### config.mk
export PLATFORM = sky130hd
export DESIGN_NAME = led_rgb_blinker
export DESIGN_NICKNAME = d
export VERILOG_FILES = /design/src/rtl/led_rgb_pkg.sv /design/src/rtl/led_rgb_channel.sv /design/src/rtl/led_rgb_blinker.sv
export SDC_FILE = /design/constraint.sdc
export NUM_CORES = 1
export LEC_CHECK = 0
export ABC_AREA = 1
export BUFFER_PORTS_ARGS = -buffer_cell sky130_fd_sc_hd__buf_2
export CORE_ASPECT_RATIO = 0.9
export CORE_MARGIN = 1
export CORE_UTILIZATION = 65
export CTS_CLUSTER_DIAMETER = 60
export DETAILED_ROUTE_END_ITERATION = 8
export PLACE_DENSITY = 0.87
export SYNTH_ARGS = -nofsm -noshare
export SYNTH_HDL_FRONTEND = slang
export SYNTH_SLANG_ARGS = --single-unit
### constraint.sdc
create_clock -name aclk -period 6.15 [get_ports aclk]
set_input_delay 1.23 -clock aclk [delete_from_list [all_inputs] [get_ports aclk]]
set_output_delay 1.23 -clock aclk [all_outputs]
set_load 0.02 [all_outputs]
### src/rtl/led_rgb_pkg.sv
`default_nettype none
// +----------------------------------------------------------------------+
// | led_rgb_pkg                                                          |
// | Shared types and defaults for the RGB LED blinker.                   |
// | Rev 1.0 - initial release                                            |
// +----------------------------------------------------------------------+
package led_rgb_pkg;

  // Default width of the blink half-period and of the per-channel counter
  localparam int unsigned CNT_W_DEFAULT = 32;

  // Per-channel operating state
  typedef enum logic [1:0] {
    OFF   = 2'd0,
    ON    = 2'd1,
    BLINK = 2'd2,
    HOLD  = 2'd3
  } led_state_e;

endpackage
`default_nettype wire

### src/rtl/led_rgb_channel.sv
`default_nettype none
// +----------------------------------------------------------------------+
// | led_rgb_channel                                                      |
// | One LED channel: OFF/ON/BLINK/HOLD state machine, blink counter and  |
// | logical level register.                                              |
// | Rev 1.0 - initial release                                            |
// +----------------------------------------------------------------------+
module led_rgb_channel
  import led_rgb_pkg::*;
#(
  parameter int unsigned CNT_W = CNT_W_DEFAULT
) (
  input  logic             clk_i,
  input  logic             rst_ni,
  input  logic             soft_rst_ni,
  input  logic             enable_i,
  input  logic             mode_i,
  input  logic             holded_i,
  input  logic [CNT_W-1:0] duration_i,
  output logic             lvl_o
);

  localparam logic [CNT_W-1:0] CNT_ONE = CNT_W'(1);

  led_state_e       state_q, state_d;
  logic [CNT_W-1:0] cnt_q, cnt_d;
  logic             lvl_q, lvl_d;
  logic [CNT_W-1:0] last_cnt;

  // Terminal count of a half-period; duration 0 behaves like duration 1
  always_comb begin
    last_cnt = '0;
    if (duration_i != '0) begin
      last_cnt = duration_i - CNT_ONE;
    end
  end

  // Next-state, counter and level selection; input priority is fixed
  always_comb begin
    state_d = state_q;
    cnt_d   = cnt_q;
    lvl_d   = lvl_q;
    if (!soft_rst_ni) begin
      state_d = OFF;
      cnt_d   = '0;
      lvl_d   = 1'b0;
    end else if (!enable_i && !holded_i) begin
      state_d = OFF;
      cnt_d   = '0;
      lvl_d   = 1'b0;
    end else if (!enable_i) begin
      // Freeze both level and blink phase
      state_d = HOLD;
    end else if (!mode_i) begin
      state_d = ON;
      cnt_d   = '0;
      lvl_d   = 1'b1;
    end else begin
      state_d = BLINK;
      if (state_q != BLINK) begin
        // Any entry into BLINK, including from HOLD, starts a fresh lit phase
        cnt_d = '0;
        lvl_d = 1'b1;
      end else if (cnt_q >= last_cnt) begin
        // >= so a shortened duration toggles at once instead of wrapping
        cnt_d = '0;
        lvl_d = ~lvl_q;
      end else begin
        cnt_d = cnt_q + CNT_ONE;
      end
    end
  end

  // State, counter and level registers
  always_ff @(posedge clk_i or negedge rst_ni) begin
    if (!rst_ni) begin
      state_q <= OFF;
      cnt_q   <= '0;
      lvl_q   <= 1'b0;
    end else begin
      state_q <= state_d;
      cnt_q   <= cnt_d;
      lvl_q   <= lvl_d;
    end
  end

  assign lvl_o = lvl_q;

endmodule
`default_nettype wire

### src/rtl/led_rgb_blinker.sv
`default_nettype none
// +----------------------------------------------------------------------+
// | led_rgb_blinker                                                      |
// | Three independent LED channels (R, G, B) with constant-on, blink,    |
// | hold and off behaviour, plus reset release synchronisation.          |
// | Rev 1.0 - initial release                                            |
// +----------------------------------------------------------------------+
module led_rgb_blinker
  import led_rgb_pkg::*;
#(
  parameter bit          LED_ACTIVE_LOW = 1'b0,
  parameter int unsigned CNT_W          = CNT_W_DEFAULT
) (
  input  logic             aclk,
  input  logic             aresetn,
  input  logic             user_resetn,
  input  logic             mode_r,
  input  logic             mode_g,
  input  logic             mode_b,
  input  logic             enable_r,
  input  logic             enable_g,
  input  logic             enable_b,
  input  logic             holded_r,
  input  logic             holded_g,
  input  logic             holded_b,
  input  logic [CNT_W-1:0] duration_r,
  input  logic [CNT_W-1:0] duration_g,
  input  logic [CNT_W-1:0] duration_b,
  output logic             LED_R,
  output logic             LED_G,
  output logic             LED_B,
  output logic             LED_R_STS,
  output logic             LED_G_STS,
  output logic             LED_B_STS
);

  logic [1:0] rst_sync_q;
  logic       rst_n;
  logic       lvl_r, lvl_g, lvl_b;

  // Reset asserts immediately, releases two aclk edges after aresetn rises
  always_ff @(posedge aclk or negedge aresetn) begin
    if (!aresetn) begin
      rst_sync_q <= 2'b00;
    end else begin
      rst_sync_q <= {rst_sync_q[0], 1'b1};
    end
  end

  assign rst_n = rst_sync_q[1];

  led_rgb_channel #(.CNT_W(CNT_W)) u_ch_r (
    .clk_i       (aclk),
    .rst_ni      (rst_n),
    .soft_rst_ni (user_resetn),
    .enable_i    (enable_r),
    .mode_i      (mode_r),
    .holded_i    (holded_r),
    .duration_i  (duration_r),
    .lvl_o       (lvl_r)
  );

  led_rgb_channel #(.CNT_W(CNT_W)) u_ch_g (
    .clk_i       (aclk),
    .rst_ni      (rst_n),
    .soft_rst_ni (user_resetn),
    .enable_i    (enable_g),
    .mode_i      (mode_g),
    .holded_i    (holded_g),
    .duration_i  (duration_g),
    .lvl_o       (lvl_g)
  );

  led_rgb_channel #(.CNT_W(CNT_W)) u_ch_b (
    .clk_i       (aclk),
    .rst_ni      (rst_n),
    .soft_rst_ni (user_resetn),
    .enable_i    (enable_b),
    .mode_i      (mode_b),
    .holded_i    (holded_b),
    .duration_i  (duration_b),
    .lvl_o       (lvl_b)
  );

  // Pins follow the level registers through a constant XOR only
  assign LED_R_STS = lvl_r;
  assign LED_G_STS = lvl_g;
  assign LED_B_STS = lvl_b;
  assign LED_R     = lvl_r ^ LED_ACTIVE_LOW;
  assign LED_G     = lvl_g ^ LED_ACTIVE_LOW;
  assign LED_B     = lvl_b ^ LED_ACTIVE_LOW;

endmodule
`default_nettype wire

==> flow_metrics.tcl <==
set metrics [dict create \
    status "finished, final reports clean" \
    cts-resized-gates 0 \
    async_flop_share_pct 100 \
    critical_path.max_stage_delay_ns 0.69 \
    min_period_ns 4.94 \
    post_cts_buffers 0 \
    arrival_ns 5.18 \
    die_w_um 139 \
    yosysWarnings 0 \
    clockBufferDepth 2 \
    fin_crit_sh_pct 80.3 \
    die_h_um 126 \
    hp-class "reg -> async" \
    post_synth_num_cell_types 53 \
    syn_inst 1624 \
    leakage_nw 5.78 \
    wl_per_cell_um 14.5 \
    initial_core_util_pct 67.4 \
    nFillCells 1386 \
    hold_violations 0 \
    routed_wirelength_um 28100 \
    firstDrtPassIters 5 \
    crit_path_max_fanout 28 \
    first_global_vias 10300 \
    rows 44 \
    worstReg2RegStart "u_ch_g.cnt_q[0]$_DFFE_PN0P_" \
    peakVddDrop_uv 204 \
    ys_ff_latch 107 \
    syn2layout_area_growth_pct 9.46 \
    htree_num_levels 3 \
    clk_pin_slew_worst_paths_ns 0.07 \
    dp_slack_ns 0.979 \
    vias 11200 \
    synth_nets 1837 \
    worst_slew_pin_slew_ns 1.09 \
    cp_cell_sequence "buf_2 -> inv_1 -> ha_1 -> inv_1 -> nor2_2 -> nand2_1 -> nor4_1 -> nand2_1 -> nor3_1 -> nand4_1 -> o211ai_1 -> ha_1 -> nand2_1 -> inv_1 -> o21ai_0 -> a21o_1 -> nand3_1 -> a21oi_1 -> nand4_2 -> o21ai_0" \
    cts_hold_buf 0 \
    ios 114 \
    total_power_w 0.00157 \
    end_kind "flop" \
    syn_area_um2 11000 \
    grt_max_degree 85 \
    core_um2 16400 \
    p_per_area_nw_per_um2 130 \
    synth_edf_count 0 \
    slowest_stage "nand4_2" \
    drc_errors 0 \
    vias_per_cell 5.79 \
    rsz0062_at_grt "no" \
    drive_above_1_share_pct 13.2 \
    die-area_um2 17500 \
    yosysSeqAreaShare_pct 24.3 \
    slew_headroom_pct 26.9 \
    worstSkewPairLatency_ns 0.36 \
    reg2reg_setup_slack_ns 3.38 \
    drv_cap 0 \
    clockRootBuffer "clkbuf_16" \
    crit_type "in -> reg" \
    grt_pass1_wl_um 47100 \
    antenna_left 0 \
    setup_ws_ns 1.21 \
    syn_area_per_cell_um2 6.79 \
    port-buffer-count 113 \
    finalClockSkew_ns 0.0148 \
    dp_hpwl_um 22100 \
    antenna_found_initial 1 \
    track_usage_pct 32.8 \
    setup.worst_path.start "duration_r[0]" \
    cp_data_required_time_ns 6.40 \
    finalSetupTns_ns 0 \
    cts_made_buffers 9 \
    drt_iter0_drc 852 \
    routabilityCongestion 1.04 \
    fmax_mhz 203 \
    setup_viol 0 \
    overflow 0 \
    nets 1941 \
    synth_flop_cell "dfrtp_1" \
    cts.sinks 107 \
    startpoint_type "input pin" \
    cts_tree "done" \
    final_max_slew_viol_count 0 \
]
==> metrics by stage <==
| step | cells | utilization (%) | cell area, um^2 | hold WS [ns] |
|---|---|---|---|---|
| 4_1_cts | 1940 | 73.8 | 12100 | 0.228 |
| 2_1_floorplan | 1624 | - | 11000 | 0.331 |
| 3_5_place_dp | 1924 | 71.9 | 11800 | 0.222 |
| 5_1_grt | 1941 | 73.8 | 12100 | 0.249 |
| 6_report | 1941 | 73.8 | 12100 | 0.212 |
| 3_3_place_gp | 1924 | 71.9 | 11800 | 0.217 |
==> state kept, by name, indices dropped and copies added, names as in the netlist <==
signal / cells
u_ch_g.state_q: 2
u_ch_b.lvl_o: 1
u_ch_r.lvl_o: 1
rst_sync_q: 2
u_ch_b.cnt_q: 32
u_ch_r.cnt_q: 32
u_ch_g.lvl_o: 1
u_ch_g.cnt_q: 32
u_ch_r.state_q: 2
u_ch_b.state_q: 2
==> synthesized netlist by cell type, drive strengths merged, types with 5 or more instances <==
cell	n	area (um^2)
nand4	47	307
a31oi	7	43.8
o211ai	5	37.5
ha	105	1310
xnor2	19	166
clkbuf	14	52.6
nor4	16	115
nor3	67	417
o22ai	22	138
inv	216	811
o21ai	76	380
nand2	332	1280
and2	5	31.3
a21oi	115	583
nor2	222	961
nand3	95	503
buf	10	68.8
a21boi	9	67.6
nand3b	6	45.0
or2	23	144
a21o	11	82.6
dfrtp	107	2680
xor2	70	613
==> where the power goes <==
part	total, W	switching, W	leakage [nW]	internal (W)
combinational	0.000256	0.000165	4.15	0.0000908
sequential	0.000717	0.00000728	1.48	0.000709
clock	0.000599	0.000261	0.153	0.000338
total	0.00157	0.000433	5.78	0.00114
==> metal layers <==
layer,track usage (%),vias up,routed length (um)
li1,-,5623,-
met4,10.8,0,602
met3,4.52,60,1740
met2,56.4,408,13500
met5,0,-,0
met1,42.6,5149,12200
==> area by class of cell <==
type | instances | area [um^2] | share of cell area (%)
antenna | 1 | 2.50 | 0.0207
clock buffer | 12 | 256 | 2.13
clock inverter | 4 | 48.8 | 0.404
inverter | 217 | 815 | 6.75
multi-input combinational | 1275 | 7400 | 61.3
sequential | 107 | 2680 | 22.2
tap | 207 | 259 | 2.15
timing repair buffer | 118 | 603 | 5.00
==> final timing paths <==
path / to / cells after the start
min reg2reg: u_ch_g.cnt_q[13]$_DFFE_PN0P_ / 0
max: u_ch_r.cnt_q[24]$_DFFE_PN0P_ / 20
max reg2reg: u_ch_g.cnt_q[20]$_DFFE_PN0P_ / 15
min: u_ch_g.cnt_q[13]$_DFFE_PN0P_ / 0
max in group asynchronous: u_ch_b.cnt_q[8]$_DFFE_PN0P_ / 1
min in group aclk: rst_sync_q[1]$_DFF_PN0_ / 0
==> critical path: cells and delay by family <==
kind | cells | cell delay (ns)
adder cells (fa/ha/maj) | 2 | 0.44
buffers and inverters | 4 | 0.35
AO/OA/AOI/OAI | 5 | 1.01
AND/OR/NAND/NOR | 9 | 2.16
==> placed cells by master (no fill, tap or decap), drive strengths merged <==
cell       n
ha       105
nand4     47
inv      216
nor3      67
dfrtp    107
buf      118
conb       1
nand2    332
and3       3
bufinv     1
clkinv     4
nand3     95
xnor2     19
a22oi      2
a21boi     9
o21a       3
nor2b      1
a211oi     3
o211ai     5
o221ai     1
clkbuf    12
a31o       2
or2       23
xor2      70
nor4      16
and2       5
o21ai     76
o22ai     22
o2111ai    1
diode      1
a21o      11
nand3b     6
nor3b      3
a21oi    115
a31oi      7
nor2     222
o21bai     3
==> logic make-up (layout without fill, tap and decap cells) <==
logic type / after synthesis / after routing / synth area share (%)
other: 1 / 2 / 0.0340
DFF: 107 / 107 / 24.3
and+or+nand+nor: 820 / 820 / 35.0
adders and majority gates: 105 / 105 / 11.9
buffers and inverters: 242 / 351 / 8.57
AOI/OAI and AO/OA: 260 / 260 / 13.2
xor gates and xnor gates: 89 / 89 / 7.07
Note: power is estimated with default switching activity, not from simulation.
